`src/rtl/rgb_blend_stream.sv`:
```
// rgb_blend_stream
//   Streaming two-image blender. Each output byte is
//     sat8( (A*wa)[15:8] + (B*wb)[15:8] )
//   where A/B are paired bytes from two valid/ready streams and wa/wb are
//   weights latched when a frame starts. A frame is NUM_PIXELS bytes
//   (R,G,B interleaved). The datapath is a 2-stage pipe advanced by a single
//   global enable, so a stalled output freezes the whole pipe and both inputs.
//
// Ports
//   clk, rst            rising-edge clock, synchronous active-high reset
//   start               start-of-frame request, honoured only in IDLE
//   weight_a/weight_b   blend weights (0x80 = 50%), latched on start
//   a_valid/a_pixel/a_ready   stream A byte handshake
//   b_valid/b_pixel/b_ready   stream B byte handshake
//   out_valid/out_pixel/out_last/out_ready  blended byte handshake;
//                       out_last marks byte NUM_PIXELS-1
//   busy                high while a frame is running or draining
//   frame_done          one-cycle pulse after the last output handshake
//
// multiplier1 is the shared 8x8 multiplier block; rgb_blend_stream uses its
// 16-bit product as-is and takes the upper byte.

module multiplier1 (
  input  logic [7:0]  A,
  input  logic [7:0]  B,
  output logic [15:0] y
);
  assign y = {8'd0, A} * {8'd0, B};
endmodule

module rgb_blend_stream #(
  parameter int NUM_PIXELS = 270000,
  parameter int CNT_W      = 19
) (
  input  logic       clk,
  input  logic       rst,
  input  logic       start,
  input  logic [7:0] weight_a,
  input  logic [7:0] weight_b,
  input  logic       a_valid,
  input  logic [7:0] a_pixel,
  output logic       a_ready,
  input  logic       b_valid,
  input  logic [7:0] b_pixel,
  output logic       b_ready,
  output logic       out_valid,
  output logic [7:0] out_pixel,
  output logic       out_last,
  input  logic       out_ready,
  output logic       busy,
  output logic       frame_done
);

  typedef enum logic [1:0] {IDLE, RUN, DRAIN} state_t;

  state_t           state, state_nxt;
  logic [CNT_W-1:0] in_cnt;
  logic [7:0]       wa, wb;
  logic             en, accept, at_last, last_hs;
  logic [15:0]      prod_a, prod_b;

  logic [7:0]       prod_a_p1, prod_b_p1;
  logic             vld_p1, last_p1;

  function automatic logic [7:0] sat8(input logic [7:0] x, input logic [7:0] y);
    logic [8:0] s;
    s = {1'b0, x} + {1'b0, y};
    return s[8] ? 8'hFF : s[7:0];
  endfunction

  multiplier1 u_mul_a (.A(a_pixel), .B(wa), .y(prod_a));
  multiplier1 u_mul_b (.A(b_pixel), .B(wb), .y(prod_b));

  // One enable moves every stage; each ready looks only at the other
  // stream's valid so a pair is taken only when both are present.
  assign en      = !out_valid || out_ready;
  assign a_ready = (state == RUN) && en && b_valid;
  assign b_ready = (state == RUN) && en && a_valid;
  assign accept  = (state == RUN) && en && a_valid && b_valid;
  assign at_last = (in_cnt == CNT_W'(NUM_PIXELS - 1));
  assign last_hs = out_valid && out_ready && out_last;
  assign busy    = (state != IDLE);

  always_comb begin
    state_nxt = state;
    case (state)
      IDLE:    if (start) state_nxt = RUN;
      RUN:     if (accept && at_last) state_nxt = DRAIN;
      DRAIN:   if (last_hs) state_nxt = IDLE;
      default: state_nxt = IDLE;
    endcase
  end

  always_ff @(posedge clk) begin
    if (rst) begin
      state      <= IDLE;
      in_cnt     <= '0;
      wa         <= '0;
      wb         <= '0;
      vld_p1     <= 1'b0;
      last_p1    <= 1'b0;
      out_valid  <= 1'b0;
      out_last   <= 1'b0;
      out_pixel  <= '0;
      frame_done <= 1'b0;
    end else begin
      state      <= state_nxt;
      frame_done <= (state == DRAIN) && last_hs;
      if ((state == IDLE) && start) begin
        in_cnt <= '0;
        wa     <= weight_a;
        wb     <= weight_b;
      end else if (accept) begin
        in_cnt <= in_cnt + CNT_W'(1);
      end
      if (en) begin
        // stage 1: pair accepted, products registered
        vld_p1 <= accept;
        if (accept) last_p1 <= at_last;
        // stage 2: saturating sum presented at the output
        out_valid <= vld_p1;
        out_last  <= vld_p1 && last_p1;
        if (vld_p1) out_pixel <= sat8(prod_a_p1, prod_b_p1);
      end
    end
  end

  always_ff @(posedge clk) begin
    if (en && accept) begin
      prod_a_p1 <= prod_a[15:8];
      prod_b_p1 <= prod_b[15:8];
    end
  end

endmodule

```
`config.mk`:
```
export PLATFORM = sky130hd
export DESIGN_NAME = rgb_blend_stream
export DESIGN_NICKNAME = d
export VERILOG_FILES = /design/src/rtl/rgb_blend_stream.sv
export SDC_FILE = /design/constraint.sdc
export NUM_CORES = 1
export LEC_CHECK = 0
export BUFFER_PORTS_ARGS = -buffer_cell sky130_fd_sc_hd__buf_4
export CAP_MARGIN = 40
export CORE_ASPECT_RATIO = 1.4
export CORE_MARGIN = 5
export CORE_UTILIZATION = 65
export DETAILED_ROUTE_END_ITERATION = 6
export PLACE_DENSITY_LB_ADDON = 0.3
export SLEW_MARGIN = 20
export SYNTH_ARGS = -nofsm -noshare
export SYNTH_HDL_FRONTEND = slang
export SYNTH_SLANG_ARGS = --single-unit
```
`constraint.sdc`:
```
create_clock -name clk -period 10.7 [get_ports clk]
set_input_delay 0 -clock clk [delete_from_list [all_inputs] [get_ports clk]]
set_output_delay 0 -clock clk [all_outputs]
set_load 0.02 [all_outputs]
```
Yosys cells after proc, flatten, opt, wreduce, memory -nomap -nowiden. Cells that the tools add are included.

Output and inout port bits: 14. Bits of input ports: 38. Word-level logic and storage cells: 46. Register bits: 66.

$add $sub $neg: 2. Multiply operators: 2. Reduce and logical (&&, ||, !) cells: 19. Multiplexer cells: 5. Eq/ne operators: 6.

Operators by type and width (count): $mul A8 B8 Y16 (2); $add A19 B1 Y19 const B (1); $eq A19 B19 Y1 const B (1); $logic_and A1 B1 Y1 (11); $add A8 B8 Y9 (1); $mux W8 (1); $mux W2 (3); $pmux W2 S3 (1); $ne A2 B2 Y1 const B (2); $reduce_and A2 Y1 (2); $reduce_and A3 Y1 (1); $eq A2 B1 Y1 const B (1); $eq A2 B2 Y1 const B (1); $logic_not A2 Y1 (1); $ne A2 B1 Y1 const B (1); $reduce_bool A2 Y1 (1); $reduce_or A2 Y1 (1); $logic_not A1 Y1 (1); $logic_or A1 B1 Y1 (1).

Longest topological paths before layout. Gate-level depths: netlist of run 1.

Depth after elaboration: 8. Gate-level depth with buffers: 17.

By module. A second synthesis of run 1 with hierarchy kept.

Cell total of the unflattened synthesis: 793. Area total of the unflattened synthesis: 7158.1 sq um.

By module, submodules not included: rgb_blend_stream (sequential area each 1481.4 sq um, times used 1, area an instance 2930.3 sq um, cells an instance 307); multiplier1 at u_mul_a (sequential area each 0.0 sq um, times used 1, area an instance 2114.5 sq um, cells an instance 243); multiplier1 at u_mul_b (sequential area each 0.0 sq um, times used 1, area an instance 2113.3 sq um, cells an instance 243).

Least setup slack after synthesis of run 1. OpenSTA, ideal clock, no wires.

Path type: register -> register. From: register wa[7]. To: register prod_a_p1[5], data pin. Required time: 10.441 ns. Arrival time: 4.172 ns. Period minus slack after synthesis: 4.431 ns. Stages on the path, launching flop included: 15. Setup slack: 6.269 ns. Path buffers: 0. Cell sequence: dfxtp_1 and2_1 fa_1 fa_1 fa_1 inv_1 fa_1 inv_1 ha_1 a21oi_1 o21ai_0 a22o_1 or4_1 a31oi_1 xnor2_1.

Cells in the longest elaborated chain, start to end: 1.

Ends and longest elaborated chain: from (decl) (RTL line 58) `logic [7:0] wa, wb;`; from (signal assigned) (RTL line 111) `wa <= weight_a;`; $mul A8 B8 Y16 (RTL line 28) `assign y = {8'd0, A} * {8'd0, B};`; named net prod_a[13] (RTL line 60) `logic [15:0] prod_a, prod_b;`; to (signal assigned) (RTL line 130) `prod_a_p1 <= prod_a[15:8];`; to (decl) (RTL line 62) `logic [7:0] prod_a_p1, prod_b_p1;`.

The timed path passes the listed nets, and every way through them passes these cells. A chain may end at the register's enable or synchronous reset.

Worst setup path in the final report of run 1.
From: register wa[6]. To: register prod_a_p1[5], data pin.

Same word-level chain as after synthesis.

==> summary.txt, run 1 <==
Outcome
  – Outcome: complete, no violations

Worst setup path
  – R2R Setup Slk: 5880 ps
  – CP startpoint kind: flop
  – Worst Setup SP: wa[6]
  – CP Max Fanout: 9
  – Worst-case reg-to-reg path depth: 14
  – Reg-to-reg endpoint: prod_a_p1[5]
  – Critical path arrival: 4910 ps
  – Worst R2R Start: wa[6]
  – Worst Path Required: 10790 ps
  – CP endpoint kind: flop
  – Worst Setup EP: prod_a_p1[5]
  – Setup CP Type: reg2reg

Global route
  – Vias in the first global route: 5651
  – Largest net degree at the start of global routing: 33
  – Global-route wire length before repair: 25300 um
  – Grt ovf: 0
  – GRT Total Usage: 0.267
  – Initial antenna violation count: 0

Run
  – Max-cap violation count: 0

Clock tree
  – Post-CTS setup buffers: 0
  – Post-CTS sizing: 0
  – H-tree depth: 3
  – TritonCTS sink count: 66
  – Root Driver: clkbuf_16
  – Hold_buf cts: 17
  – CTS tree: built
  – CTS buffer count: 9
  – Clock Latency Late Sink: 340 ps
  – Max Buffers Root-to-Sink: 2
  – CTS clk-pin slew, worst paths: 60 ps

Drt
  – Avg WL per Cell: 16.4 um
  – Initial drt markers: 223
  – Antenna Violating Nets Remaining: 0
  – First-pass DRT Iterations: 7
  – Total wire length: 15000 um
  – Vias per inst: 5.64
  – Vias post-DR: 5159
  – DRC Markers: 0

Placement
  – # port buffers: 51
  – DP HPWL: 11500 um
  – Worst Setup Slack post-DPL: 5930 ps
  – RePlAce Congestion: 0.938
  – Area after DPL: 7040 um2

Synthesis
  – Async set-or-reset flop fraction in the synthesized netlist: 0
  – Synth Flop Type: dfxtp_1
  – Post-synth cell types: 45
  – Share of Yosys cell area claimed by the top area cell type: 0.218
  – Post-synthesis area per instance: 9.23 um2
  – Post-synthesis register bit count: 66
  – Post-Syn Instances: 708
  – Synth area leaders: fa_1 (22%), dfxtp_1 (15%), ha_1 (14%), and2_1 (9.4%), edfxtp_1 (7.4%)
  – Most common cell in the netlist: and2_1
  – Yosys Warn Count: 0
  – Synthesized cell area: 6530 um2
  – Yosys top cell by area: fa_1
  – Syn nets: 892
  – Post-synth EDFFs: 16
  – Commonest cells in the netlist: and2_1 (98), inv_1 (89), nand2_1 (84)
  – Sequential share of the synthesized area: 0.227

Timing
  – Worst-Margin Slew: 828 ps
  – Unrepaired setup endpoints after global routing: false
  – Final Hold Vio Count: 0
  – Post-route setup slack: 5880 ps
  – Minimum clock period after layout: 4820 ps
  – Achievable Freq: 208 MHz
  – Final hold slack: 28.1 ps
  – Clk_skew: 11.3 ps
  – Final worst path period share: 0.450
  – Max-slew violations: 0
  – Setup_tns: 0 ps
  – Setup-failing EPs final: 0
  – Worst slew margin: 0.448

Hold path
  – Min-Delay Startpoint: a_valid
  – Number of cells on the worst hold path: 3
  – Hold/Removal Path Class: in2reg

Die
  – Rows: 43
  – Die X: 94.7 um
  – Die area: 12200 um2
  – Core ar.: 9900 um2
  – Top Ports: 52
  – Initial Util: 0.660
  – Die height: 129 um

Final layout
  – ANT cells: 0
  – Area grow syn2layout: 15.3%
  – Layout cells sized above 1: 0.100
  – Final instance area: 7540 um2
  – Final nets: 959

Pwr
  – PwrDens: 104 nW/um2
  – Overall power: 0.787 mW
  – Leakage: 3.68 nW
  – Maximum VDD drop: 115 uV
layer usage:
| layer | vias to the layer above | GRT usage | wire length (um) |
|---|---|---|---|
| met5 | - | 0 | 0 |
| met4 | 0 | 0.149 | 621 |
| met3 | 52 | 0.0503 | 678 |
| met2 | 155 | 0.494 | 8200 |
| met1 | 2513 | 0.278 | 5500 |
| li1 | 2439 | - | - |
report_power, final:
group	switching, mW	internal, mW
registers	0.00928	0.266
clock network	0.116	0.200
logic	0.111	0.0852
total	0.236	0.551
placed cells by master (no fill, tap or decap), drive strengths merged, types with 5 or more instances in the layout:
master	Yosys	layout
ha	75	75
nor2	38	38
and3	8	8
edfxtp	16	16
nor2b	5	5
inv	89	92
dfxtp	50	50
fa	71	71
and2	98	98
nand4	7	7
buf	0	51
a21o	5	5
o21ai	13	13
clkbuf	12	13
a21oi	42	42
dlygate4sd3	0	17
nand2	84	84
xnor2	19	19
a211oi	7	7
xor2	16	16
nand3	9	9
state kept, by name, indices dropped and copies added, names as in the netlist:
name / cells
in_cnt: 19
out_pixel: 8
prod_a_p1: 8
prod_b_p1: 8
wa: 8
wb: 8
state: 2
frame_done: 1
last_p1: 1
out_last: 1
out_valid: 1
vld_p1: 1
area by class of cell:
cell class	instances	area (um2)
fillers	723	2360
multi-input cells	541	4670
clock inverters	3	21.3
clock buffers	13	304
inverters	89	334
flip-flops and latches	66	1480
well taps	135	169
repair buffers	68	553
worst min path at each step:
stage,to,slack [ps]
floorplan,frame_done,80
global placement,wb[6],250
detailed placement,wb[1],260
CTS,vld_p1,30
global route,vld_p1,30
finish,vld_p1,30
per-stage QoR:
stage | util | std cells
global placement | 0.711 | 882
finish | 0.761 | 915
global route | 0.761 | 915
detailed placement | 0.711 | 882
floorplan | - | 708
CTS | 0.761 | 915
cells by family (layout without fill, tap and decap cells):
| group | after synthesis | after routing | share of synthesized area |
|---|---|---|---|
| compound gates | 87 | 87 | 0.0900 |
| xor+xnor | 35 | 35 | 0.0469 |
| fa+ha+maj | 146 | 146 | 0.361 |
| buf+inv | 101 | 173 | 0.0580 |
| flops | 66 | 66 | 0.227 |
| simple gates | 273 | 273 | 0.217 |
worst max-delay path, stage by stage, from the launching register on:
cell	delay [ps]
dfxtp_1	450
and2_1	200
fa_1	450
fa_1	520
fa_1	550
inv_1	50
fa_1	530
inv_1	40
ha_1	350
a21oi_1	190
o21ai_0	150
a22o_1	300
or4_1	450
a31oi_1	260
xnor2_1	90
(Power assumes the default switching activity.)
==> run 2, diff against run 1 <==
--- a/config.mk
+++ b/config.mk
@@ -9,7 +9,7 @@
 export CAP_MARGIN = 40
 export CORE_ASPECT_RATIO = 1.4
 export CORE_MARGIN = 5
-export CORE_UTILIZATION = 65
+export CORE_UTILIZATION = 62
 export DETAILED_ROUTE_END_ITERATION = 6
 export PLACE_DENSITY_LB_ADDON = 0.3
 export SLEW_MARGIN = 20
==> constraint.sdc (replaced) <==
create_clock -name clk -period 4.5 [get_ports clk]
set_input_delay 0 -clock clk [delete_from_list [all_inputs] [get_ports clk]]
set_output_delay 0 -clock clk [all_outputs]
set_load 0.02 [all_outputs]
==> run 2 against run 1 <==
Against the previous run:
- utilization decreased by 0.85 points
- clock power increased by 140%
- total power increased by 140%
- hold slack got worse by 2.9 ps
- clock skew decreased by 7.7 ps
- non-clock buffer count increased by 14
- setup slack got worse by 5800 ps
- final cell count increased by 1.9%
- first-iteration DRC count decreased by 6.3%
- critical endpoint is now prod_a_p1[7]
- clock-buffer cell count unchanged
- wire length increased by 4.1%
- sequential share of layout area decreased by 0.44 points
==> summary.txt, run 2 (synthesis gave the netlist of run 1 again) <==
Hold path
  – Number of cells on the worst hold path: 3
  – Hold/Removal Path Class: in2reg
  – Min-Delay Startpoint: a_valid
  – Hold worst-path end: vld_p1

Worst setup path
  – Worst R2R Start: wa[5]
  – Worst path most repeated cell: fa_1
  – Cells along the critical path: and2_4, fa_1, fa_1, fa_1, inv_1, fa_1, inv_2, ha_4, a21oi_2, o21ai_2, a22o_1, buf_4, o31a_1, a31oi_1, a2bb2oi_1
  – Worst-case reg-to-reg path depth: 15
  – Critical path's slowest cell: fa_1
  – CP endpoint kind: flop
  – CP startpoint kind: flop
  – Max incr delay on CP: 560 ps
  – Worst Path Required: 4680 ps
  – R2R Setup Slk: 100 ps
  – CP Max Fanout: 4
  – Reg-to-reg endpoint: prod_a_p1[7]
  – Critical path arrival: 4580 ps
  – Setup CP Type: reg2reg

Global route
  – Vias in the first global route: 5637
  – Global-route wire length before repair: 26200 um
  – Initial antenna violation count: 0
  – Grt ovf: 0
  – GRT Total Usage: 0.251
  – Largest net degree at the start of global routing: 33

Drt
  – Antenna Violating Nets Remaining: 0
  – Vias per inst: 5.65
  – Avg WL per Cell: 16.8 um
  – Total wire length: 15600 um
  – DRC Markers: 0
  – Initial drt markers: 209
  – First-pass DRT Iterations: 4
  – Vias post-DR: 5267

Clock tree
  – CTS buffer count: 9
  – CTS clk-pin slew, worst paths: 60 ps
  – TritonCTS sink count: 66
  – Root Driver: clkbuf_16
  – Max Buffers Root-to-Sink: 2
  – CTS tree: built
  – H-tree depth: 3
  – Clock Latency Late Sink: 330 ps

Final layout
  – Final nets: 973
  – Commonest non-fill, non-tap cells in the layout: and2_1 (93), inv_1 (87), nand2_1 (84)
  – Area grow syn2layout: 19.2%
  – ANT cells: 0
  – Biggest register: in_cnt
  – Flip-flop count of the largest register after layout: 19
  – Commonest non-fill, non-tap cell in the layout: and2_1
  – Layout cells sized above 1: 0.154

Die
  – Core ar.: 10300 um2
  – Initial Util: 0.631
  – Top Ports: 52
  – Die area: 12700 um2
  – Rows: 44
  – Die height: 131 um
  – Die X: 96.8 um

Timing
  – Achievable Freq: 227 MHz
  – Setup-failing EPs final: 0
  – Worst slew margin: 0.456
  – Final worst path period share: 0.979
  – Final Hold Vio Count: 0
  – Minimum clock period after layout: 4400 ps
  – Max-slew violations: 0
  – Setup_tns: 0 ps
  – Post-route setup slack: 96.3 ps
  – Clk_skew: 3.50 ps
  – Worst-Margin Slew: 814 ps

Pwr
  – PwrDens: 246 nW/um2
  – Maximum VDD drop: 243 uV
  – Leakage: 3.75 nW

Placement
  – RePlAce Congestion: 0.873
  – Worst Setup Slack post-DPL: -131 ps
  – DP HPWL: 11800 um
  – # port buffers: 51

Run
  – Max-cap violation count: 0

Outcome
  – Outcome: complete, no violations
## run 2: final cells by class
| cell class | count | area, um2 |
|---|---|---|
| Clock buffer | 13 | 304 |
| Clock inverter | 3 | 23.8 |
| Fill cell | 742 | 2560 |
| Inverter | 89 | 334 |
| Multi-Input combinational cell | 541 | 4800 |
| Sequential cell | 66 | 1500 |
| Tap cell | 138 | 173 |
| Timing Repair Buffer | 82 | 662 |
## run 2: power breakdown
| group | leakage [nW] | internal (mW) | total (mW) | switching [mW] |
|---|---|---|---|---|
| clock network | 0.162 | 0.476 | 0.754 | 0.277 |
| registers | 0.565 | 0.631 | 0.645 | 0.0136 |
| logic | 3.02 | 0.232 | 0.521 | 0.289 |
## run 2: what timing repair did
item                                   CTS  global route
setup endpoints to repair                4            10
buffers inserted                         0             1
hold buffers                            17             0
endpoints found under the hold margin   19             0
pin swaps                                2            28
gates resized for setup                  3            33
## run 2: critical path: cells and delay by family, from the launching register on
kind / cells / cell delay, ps
AND/OR/NAND/NOR: 1 / 140
buffers and inverters: 3 / 250
adder cells (fa/ha/maj): 5 / 2310
AO/OA/AOI/OAI: 6 / 1210
flip-flops: 1 / 330
## run 2: worst max path at each step
stage,from,to,slack [ps]
after floorplan,wa[7],prod_a_p1[5],70
after global placement,wa[3],prod_a_p1[5],60
after detailed placement,wa[3],prod_a_p1[5],-130
after CTS,wa[7],prod_a_p1[5],4
after global routing,wa[4],prod_a_p1[7],-30
final,wa[5],prod_a_p1[7],100
## run 2: metrics by stage
stage / total power [mW] / instance area [um2] / hold slack (ps) / util / instances
floorplan: 0.974 / 6530 / 79.3 / - / 708
global placement: 1.10 / 7140 / 247 / 0.690 / 898
detailed placement: 1.12 / 7140 / 262 / 0.690 / 898
CTS: 1.89 / 7650 / 19.8 / 0.740 / 931
global route: 2.03 / 7790 / 45.2 / 0.753 / 932
finish: 1.92 / 7790 / 25.3 / 0.753 / 932
## run 2: layer usage
metal	up-vias	track usage	wire length (um)
met5	-	0	0
met3	41	0.0334	550
met1	2613	0.270	5860
met4	0	0.111	497
li1	2465	-	-
met2	148	0.482	8700
==> run 3, diff against run 2 <==
==> constraint.sdc (replaced) <==
create_clock -name clk -period 4.4 [get_ports clk]
set_input_delay 0 -clock clk [delete_from_list [all_inputs] [get_ports clk]]
set_output_delay 0 -clock clk [all_outputs]
set_load 0.02 [all_outputs]
==> run 3 against run 2 <==
Against the previous run:
- clock skew up 2.9 ps
- first-iteration DRC count grew 33%
- register-to-register slack worse by 99 ps
- via count up 0.42%
- the run now ends with negative setup slack left
- clock-buffer cell count down 3
- global-route usage shrank 0.58 points
- sequential share of layout area down 0.086 points
- utilization rose by 0.91 points
- critical path type unchanged
==> summary.txt, run 3 (synthesis gave the netlist of run 1 again) <==
Outcome
  – Outcome: complete, but fails checks
  – Failing checks: negative setup slack

Pwr
  – Leakage: 3.80 nW
  – PwrDens: 240 nW/um2
  – Maximum VDD drop: 217 uV

Drt
  – Avg WL per Cell: 16.6 um
  – Total wire length: 15700 um
  – Initial drt markers: 277
  – Vias per inst: 5.59
  – Antenna Violating Nets Remaining: 0
  – Vias post-DR: 5289
  – First-pass DRT Iterations: 4
  – DRC Markers: 0

Worst setup path
  – Worst R2R Start: wa[3]
  – CP Max Fanout: 6
  – Reg-to-reg endpoint: prod_a_p1[7]
  – Critical path arrival: 4580 ps
  – CP startpoint kind: flop
  – R2R Setup Slk: -3 ps
  – Setup CP Type: reg2reg
  – CP endpoint kind: flop
  – Worst Setup SP: wa[3]
  – Worst-case reg-to-reg path depth: 14
  – Worst Path Required: 4570 ps

Timing
  – Achievable Freq: 227 MHz
  – Worst-Margin Slew: 835 ps
  – Max-slew violations: 0
  – Final worst path period share: 1.00
  – Final Hold Vio Count: 0
  – Post-route setup slack: -3.11 ps
  – Minimum clock period after layout: 4400 ps
  – Setup-failing EPs final: 1
  – Worst slew margin: 0.443
  – Clk_skew: 6.38 ps
  – Unrepaired setup endpoints after global routing: true

Final layout
  – ANT cells: 0
  – Commonest non-fill, non-tap cells in the layout: and2_1 (93), inv_1 (86), nand2_1 (81)
  – Area grow syn2layout: 20.7%
  – Fill count: 716
  – Final cell count without fillers: 947
  – Commonest non-fill, non-tap cell in the layout: and2_1
  – Reg area: 1510 um2
  – Final nets: 988
  – Area of the multi-input gates: 4810 um2
  – Layout cells sized above 1: 0.177
  – Biggest register: in_cnt
  – Finished Core Util: 0.762
  – Flip-flop count of the largest register after layout: 19

Clock tree
  – CTS buffer count: 9
  – CTS clk-pin slew, worst paths: 60 ps
  – Max Buffers Root-to-Sink: 2
  – Root Driver: clkbuf_16
  – H-tree depth: 3
  – Clock Latency Late Sink: 340 ps
  – TritonCTS sink count: 66
  – CTS tree: built

Die
  – Die height: 131 um
  – Initial Util: 0.631
  – Rows: 44
  – Top Ports: 52
  – Die area: 12700 um2
  – Die X: 96.8 um
  – Core ar.: 10300 um2

Placement
  – DP HPWL: 11800 um
  – Cell total after placement: 907
  – # port buffers: 51
  – RePlAce Congestion: 0.905

Global route
  – Global-route wire length before repair: 25500 um
  – Largest net degree at the start of global routing: 33
  – GRT Total Usage: 0.245
  – Grt ovf: 0
  – Initial antenna violation count: 0
  – Vias in the first global route: 5520

Hold path
  – Min-Delay Startpoint: a_valid
  – Hold/Removal Path Class: in2reg
  – Number of cells on the worst hold path: 3
  – Hold worst-path end: vld_p1

Run
  – Max-cap violation count: 0
run 3: worst max-delay path by stage:
stage          cells after the start      endpoint
2_1_floorplan                     14  prod_b_p1[5]
3_3_place_gp                      14  prod_b_p1[5]
3_5_place_dp                      14  prod_b_p1[7]
4_1_cts                           14  prod_a_p1[5]
5_1_grt                           15  prod_a_p1[7]
6_report                          14  prod_a_p1[7]
run 3: critical path, stage by stage, from the launching register on:
cell,delay [ps]
dfxtp_4,360
buf_4,140
and2_1,140
fa_1,400
fa_1,580
fa_2,450
fa_1,460
ha_4,290
a21oi_2,120
o21ai_1,120
a22o_1,290
buf_6,130
o31a_1,330
a31oi_1,190
a2bb2oi_1,210
run 3: layout make-up:
cell class              count  area share
multi-input cells         541       0.610
flip-flops and latches     66       0.191
repair buffers             97       0.100
inverters                  89      0.0424
clock buffers              10      0.0290
well taps                 138      0.0219
clock inverters             6     0.00492
run 3: repair_timing:
action                                 CTS  global route
buffers inserted                         1             5
endpoints found under the hold margin   19             0
cloned                                   0             0
gates resized for setup                  9            38
setup endpoints to repair                6            11
pin swaps                                8            43
hold buffers                            17             0
run 3: where the power goes:
part | total, mW | switching (mW) | internal [mW]
registers | 0.660 | 0.0149 | 0.645
logic | 0.563 | 0.302 | 0.261
clock network | 0.671 | 0.288 | 0.383
run 3: metrics by stage:
stage	TNS [ps]	worst slack, ps	hold slack [ps]	area, um2	power (mW)
after floorplan	0	14.7	79.3	6550	1.00
after global placement	-43.9	-26.6	245	7220	1.14
after detailed placement	-351	-94.9	261	7220	1.16
after CTS	0	1.62	11.0	7700	1.86
after global routing	-347	-142	25.5	7890	2.01
final	-3.11	-3.11	13.6	7890	1.89
run 3: per-layer routing:
| metal | global-route usage | vias up | wire (um) |
|---|---|---|---|
| li1 | - | 2499 | - |
| met1 | 0.275 | 2583 | 5830 |
| met2 | 0.454 | 160 | 8620 |
| met3 | 0.0541 | 47 | 722 |
| met4 | 0.0859 | 0 | 509 |
| met5 | 0 | - | 0 |
